<file path="config.mk">
export PLATFORM = sky130hd
export DESIGN_NAME = pc_next_unit
export DESIGN_NICKNAME = d
export VERILOG_FILES = /design/src/rtl/pc_next_unit.sv
export SDC_FILE = /design/constraint.sdc
export NUM_CORES = 1
export LEC_CHECK = 0
export BUFFER_PORTS_ARGS = -buffer_cell sky130_fd_sc_hd__buf_4
export CAP_MARGIN = 0
export CORE_MARGIN = 1
export CORE_UTILIZATION = 45
export DETAILED_ROUTE_END_ITERATION = 8
export PLACE_DENSITY = 0.74
export SLEW_MARGIN = 10
export SYNTH_ARGS = -nofsm -noshare
export SYNTH_HDL_FRONTEND = slang
export SYNTH_SLANG_ARGS = --single-unit
</file>
<file path="constraint.sdc">
create_clock -name clk -period 3.88 [get_ports clk]
set_input_delay 0.388 -clock clk [delete_from_list [all_inputs] [get_ports clk]]
set_output_delay 0.388 -clock clk [all_outputs]
set_load 0.005 [all_outputs]
</file>
<file path="src/rtl/pc_next_unit.sv">
// ============================================================================
// Module   : pc_next_unit
// Brief    : RV32 fetch PC register with next-PC select, trap redirect and a
//            circular return-address stack. Optional macro PC_MISALIGN_TRAP_EN.
// Revision : 1.0 - initial release
// ============================================================================
`default_nettype none

module pc_next_unit #(
    parameter int              XLEN      = 32,
    parameter logic [XLEN-1:0] RESET_VEC = 32'h0000_0000,
    parameter logic [XLEN-1:0] TRAP_VEC  = 32'h0000_0100,
    parameter int              RAS_DEPTH = 4
) (
    input  logic            clk,
    input  logic            rst,
    input  logic            stall,
    input  logic            trap_req,
    input  logic [1:0]      pc_sel,
    input  logic [XLEN-1:0] branch_target,
    input  logic [XLEN-1:0] alu_result,
    input  logic            ras_push,
    input  logic [XLEN-1:0] ras_push_addr,
    input  logic            ras_pop,
    input  logic            ras_flush,
    output logic [XLEN-1:0] pc,
    output logic [XLEN-1:0] pc_plus4,
    output logic [XLEN-1:0] ras_top,
    output logic            ras_empty,
    output logic            ras_full,
    output logic            misalign
);

    localparam int c_PTR_W = $clog2(RAS_DEPTH);
    localparam int c_CNT_W = $clog2(RAS_DEPTH + 1);

    logic [XLEN-1:0]    r_pc;
    logic [XLEN-1:0]    r_ras [RAS_DEPTH];
    logic [c_PTR_W-1:0] r_ptr;
    logic [c_CNT_W-1:0] r_cnt;

    logic [c_PTR_W-1:0] w_ptr_inc;
    logic [c_PTR_W-1:0] w_ptr_dec;
    logic               w_empty;
    logic               w_full;
    logic [XLEN-1:0]    w_top;
    logic [XLEN-1:0]    w_target;
    logic               w_redirect;
    logic               w_misalign;
    logic               w_wr_en;
    logic [c_PTR_W-1:0] w_wr_idx;

    // Explicit wrap so non-power-of-two depths stay circular
    assign w_ptr_inc = (r_ptr == c_PTR_W'(RAS_DEPTH - 1)) ? '0 : r_ptr + 1'b1;
    assign w_ptr_dec = (r_ptr == '0) ? c_PTR_W'(RAS_DEPTH - 1) : r_ptr - 1'b1;

    assign w_empty    = (r_cnt == '0);
    assign w_full     = (r_cnt == c_CNT_W'(RAS_DEPTH));
    assign w_top      = w_empty ? '0 : r_ras[r_ptr];
    assign w_redirect = (pc_sel != 2'b00);

    assign pc        = r_pc;
    assign pc_plus4  = r_pc + XLEN'(4);
    assign ras_top   = w_top;
    assign ras_empty = w_empty;
    assign ras_full  = w_full;

    always_comb begin
        w_target = pc_plus4;
        case (pc_sel)
            2'b01:   w_target = branch_target;
            2'b10:   w_target = w_empty ? pc_plus4 : w_top;
            2'b11:   w_target = {alu_result[XLEN-1:1], 1'b0};
            default: w_target = pc_plus4;
        endcase
    end

`ifdef PC_MISALIGN_TRAP_EN
    logic r_misalign;

    assign w_misalign = w_redirect && (w_target[1:0] != 2'b00);
    assign misalign   = r_misalign;

    always_ff @(posedge clk) begin
        if (rst) begin
            r_misalign <= 1'b0;
        end else begin
            r_misalign <= w_misalign;
        end
    end
`else
    assign w_misalign = 1'b0;
    assign misalign   = 1'b0;
`endif

    // Redirects and traps take effect even while the hazard unit stalls
    always_ff @(posedge clk) begin
        if (rst) begin
            r_pc <= RESET_VEC;
        end else if (trap_req || w_misalign) begin
            r_pc <= TRAP_VEC;
        end else if (w_redirect) begin
            r_pc <= w_target;
        end else if (!stall) begin
            r_pc <= pc_plus4;
        end
    end

    always_ff @(posedge clk) begin
        if (rst) begin
            r_ptr <= '0;
            r_cnt <= '0;
        end else if (ras_flush) begin
            r_cnt <= '0;
        end else if (ras_push && ras_pop && !w_empty) begin
            r_cnt <= r_cnt;
        end else if (ras_push) begin
            r_ptr <= w_ptr_inc;
            if (!w_full) begin
                r_cnt <= r_cnt + 1'b1;
            end
        end else if (ras_pop && !w_empty) begin
            r_ptr <= w_ptr_dec;
            r_cnt <= r_cnt - 1'b1;
        end
    end

    // Push+pop on a non-empty stack replaces the top entry in place
    assign w_wr_en  = !rst && !ras_flush && ras_push;
    assign w_wr_idx = (ras_pop && !w_empty) ? r_ptr : w_ptr_inc;

    always_ff @(posedge clk) begin
        if (w_wr_en) begin
            r_ras[w_wr_idx] <= ras_push_addr;
        end
    end

endmodule

`default_nettype wire

</file>
==> results.txt <==
Worst-Margin Slew: 0.738 ns
RSZ-0062 raised after global routing: false
r2r setup slk: 1.27 ns
htree depth: 4
commonest non-fill, non-tap cell in the layout: buf_4
total CTS buffers: 17
syn_nets: 819
crit path from: pc[2]
CTS sink count: 167
Area Overhead vs Synth: 26.7%
Seq/Total Area, Yosys: 53.6%
WHS Path Cells: 1
syn_area_per_cell: 12.2 µm²
Worst Hold Path EP: r_ras[1][3]
vias in the first global route: 6534
DIE HEIGHT: 140 µm
number of max-cap violations: 0
Clock transition at path regs: 0.07 ns
Routed wire per std cell: 21.7 µm
FMAX: 0.293 GHz
Detailed Place HPWL: 17.6 mm
CTS tree: done
total power: 4.42 mW
Hold Crit Class: in2reg
Die W: 140 µm
Synth Register Bits: 167
worst-case clock buffer depth: 2
most frequent cells in the layout: 219 x buf_4, 128 x edfxtp_1, 45 x a21oi_1
Starting DRT DRC Count: 595
clk_lat worst skew: 0.43 ns
DRC: 0
initial antenna violation count: 0
Post-CTS Setup Bufs: 0
Placer Congestion: 0.916
Initial Utilization: 46.0%
R2R Path Start: pc[2]
status: finished clean
total iterations of the first detailed-routing run: 5
Max Slew Vio Count: 0
top_reg_cell synth: edfxtp_1
CP max stage cell: or3_4
Worst Path Buf+Inv: 1
final setup fails: 0
post-layout min period: 3.41 ns
TNS Setup: 0 ns
share of cells above drive strength 1: 35.6%
kind of end point of the critical path: output pin
largest net degree at the start of global routing: 60
Tcrit/Tclk final: 88.0%
Crit Path Max Fanout: 7
CP delay by family, top: simple AND/OR/NAND/NOR gates
core area: 0.0188 mm²
clock skew: 0.0136 ns
PwrDens: 404 mW/mm²
quantity of hold-fixing buffers added after cts: 0
r2r endpoint: pc[26]
Final Hold Viols: 0
Setup CP Type: reg2out
Top Ports: 204
Warnings, synthesis: 0
worst stage delay on the critical path: 0.55 ns
reg2reg path depth: 6
Detail Route Antenna Nets: 0
CP required: 3.49 ns
die area: 0.0197 mm²
Startpoint Class: flip-flop
IO buf count: 201
Max-slew headroom: 50.7%
crit path DAT: 3.03 ns
synthesized cell area: 0.00863 mm²
worst-case vdd ir drop: 0.309 mV
routed vias: 6788
Post-synth EDFFs: 128
Vias/cell: 5.94
CTS Root Buffer Type: clkbuf_16
critical path, cell by cell: ha_1 -> nand4_1 -> or3_4 -> o31a_1 -> or2_2 -> buf_4
hold path start: ras_push_addr[3]
fin nets: 1004
GRT Resource Usage Total: 25.5%
Resized cells post-CTS: 0
first-pass GRT wire length: 37.3 mm
P_leak: 4.08 nW
Post-Route WL: 24.8 mm
total gr overflow: 0
row count: 50
fraction of registers with async set/reset: 0%
Syn Inst Count: 710
Distinct cells, synth: 68
## Yosys cell counts, drive strengths merged, types with 6 or more instances
| cell type | n | area, µm² |
|---|---|---|
| clkbuf | 30 | 114 |
| a221oi | 11 | 103 |
| nand2b | 6 | 37.5 |
| nand2 | 43 | 164 |
| mux4 | 35 | 788 |
| o21a | 7 | 52.6 |
| a31oi | 12 | 75.1 |
| nor3 | 27 | 155 |
| a21oi | 47 | 235 |
| or3 | 8 | 55.1 |
| and2 | 36 | 225 |
| buf | 23 | 136 |
| xor2 | 14 | 123 |
| mux2i | 13 | 130 |
| nand3 | 19 | 105 |
| a221o | 7 | 70.1 |
| nor4 | 11 | 111 |
| nor2 | 32 | 120 |
| a22o | 6 | 52.6 |
| o21ai | 35 | 175 |
| nand4 | 12 | 126 |
| edfxtp | 128 | 3840 |
| dfxtp | 39 | 781 |
| inv | 16 | 60.1 |
| xnor2 | 22 | 193 |
| a211oi | 9 | 67.6 |
## stage by stage
step | area, µm² | worst slack [ns] | instances | util, % | hold slack [ns]
6_report | 10900 | 0.466 | 1143 | 58.3 | 0.161
5_1_grt | 10900 | 0.394 | 1142 | 58.2 | 0.136
4_1_cts | 10900 | 0.477 | 1142 | 58.2 | 0.142
3_5_place_dp | 10300 | 0.938 | 1110 | 55.1 | 0.509
3_3_place_gp | 10300 | 1.01 | 1110 | 55.1 | 0.490
2_1_floorplan | 8630 | 0.809 | 710 | - | 0.465
## sequential cells by signal, indices dropped and copies added (netlist names), named ones only
name	cells
pc	30
r_ras	128
r_cnt	3
r_ptr	2
## worst max-delay path by stage
stage,to,slack [ns],depth (start not counted)
6_report,pc_plus4[28],0.47,6
3_3_place_gp,pc_plus4[28],1.01,6
3_5_place_dp,pc_plus4[28],0.94,6
5_1_grt,pc_plus4[28],0.39,6
2_1_floorplan,r_ras[2][0],0.81,4
4_1_cts,pc_plus4[28],0.48,6
## per-layer routing
metal / part of all wire [%] / track usage, % / wire length [µm]
met5: 0 / 0 / 0
met4: 3.1 / 10.6 / 763
met3: 7.8 / 6.53 / 1930
met2: 47 / 40.2 / 11600
met1: 42 / 33.5 / 10400
## cell type report
type,instances,area [µm²]
antenna,1,2.50
clock buffer,17,425
clock inverter,15,163
fill,1546,7830
inverter,16,60.1
multi-input combinational,474,3720
sequential,167,4630
tap,234,293
timing repair buffer,219,1640
## cells by family after synthesis
logic type / count (synthesis) / synth area share [%]
simple gates: 210 / 14.1
compound gates: 171 / 13.2
flops: 167 / 53.6
buf+inv: 69 / 3.60
mux: 52 / 11.2
xor+xnor: 36 / 3.65
fa+ha+maj: 4 / 0.667
other cells: 1 / 0.0435
## where the power goes
group          leakage [nW]  total [mW]  switching [mW]  internal, mW
Clock                 0.275        1.67           0.757         0.910
Combinational          2.33       0.716           0.366         0.350
Sequential             1.48        2.03          0.0577          1.98
Total                  4.08        4.42            1.18          3.24
Note: power is estimated with default switching activity, not from simulation.
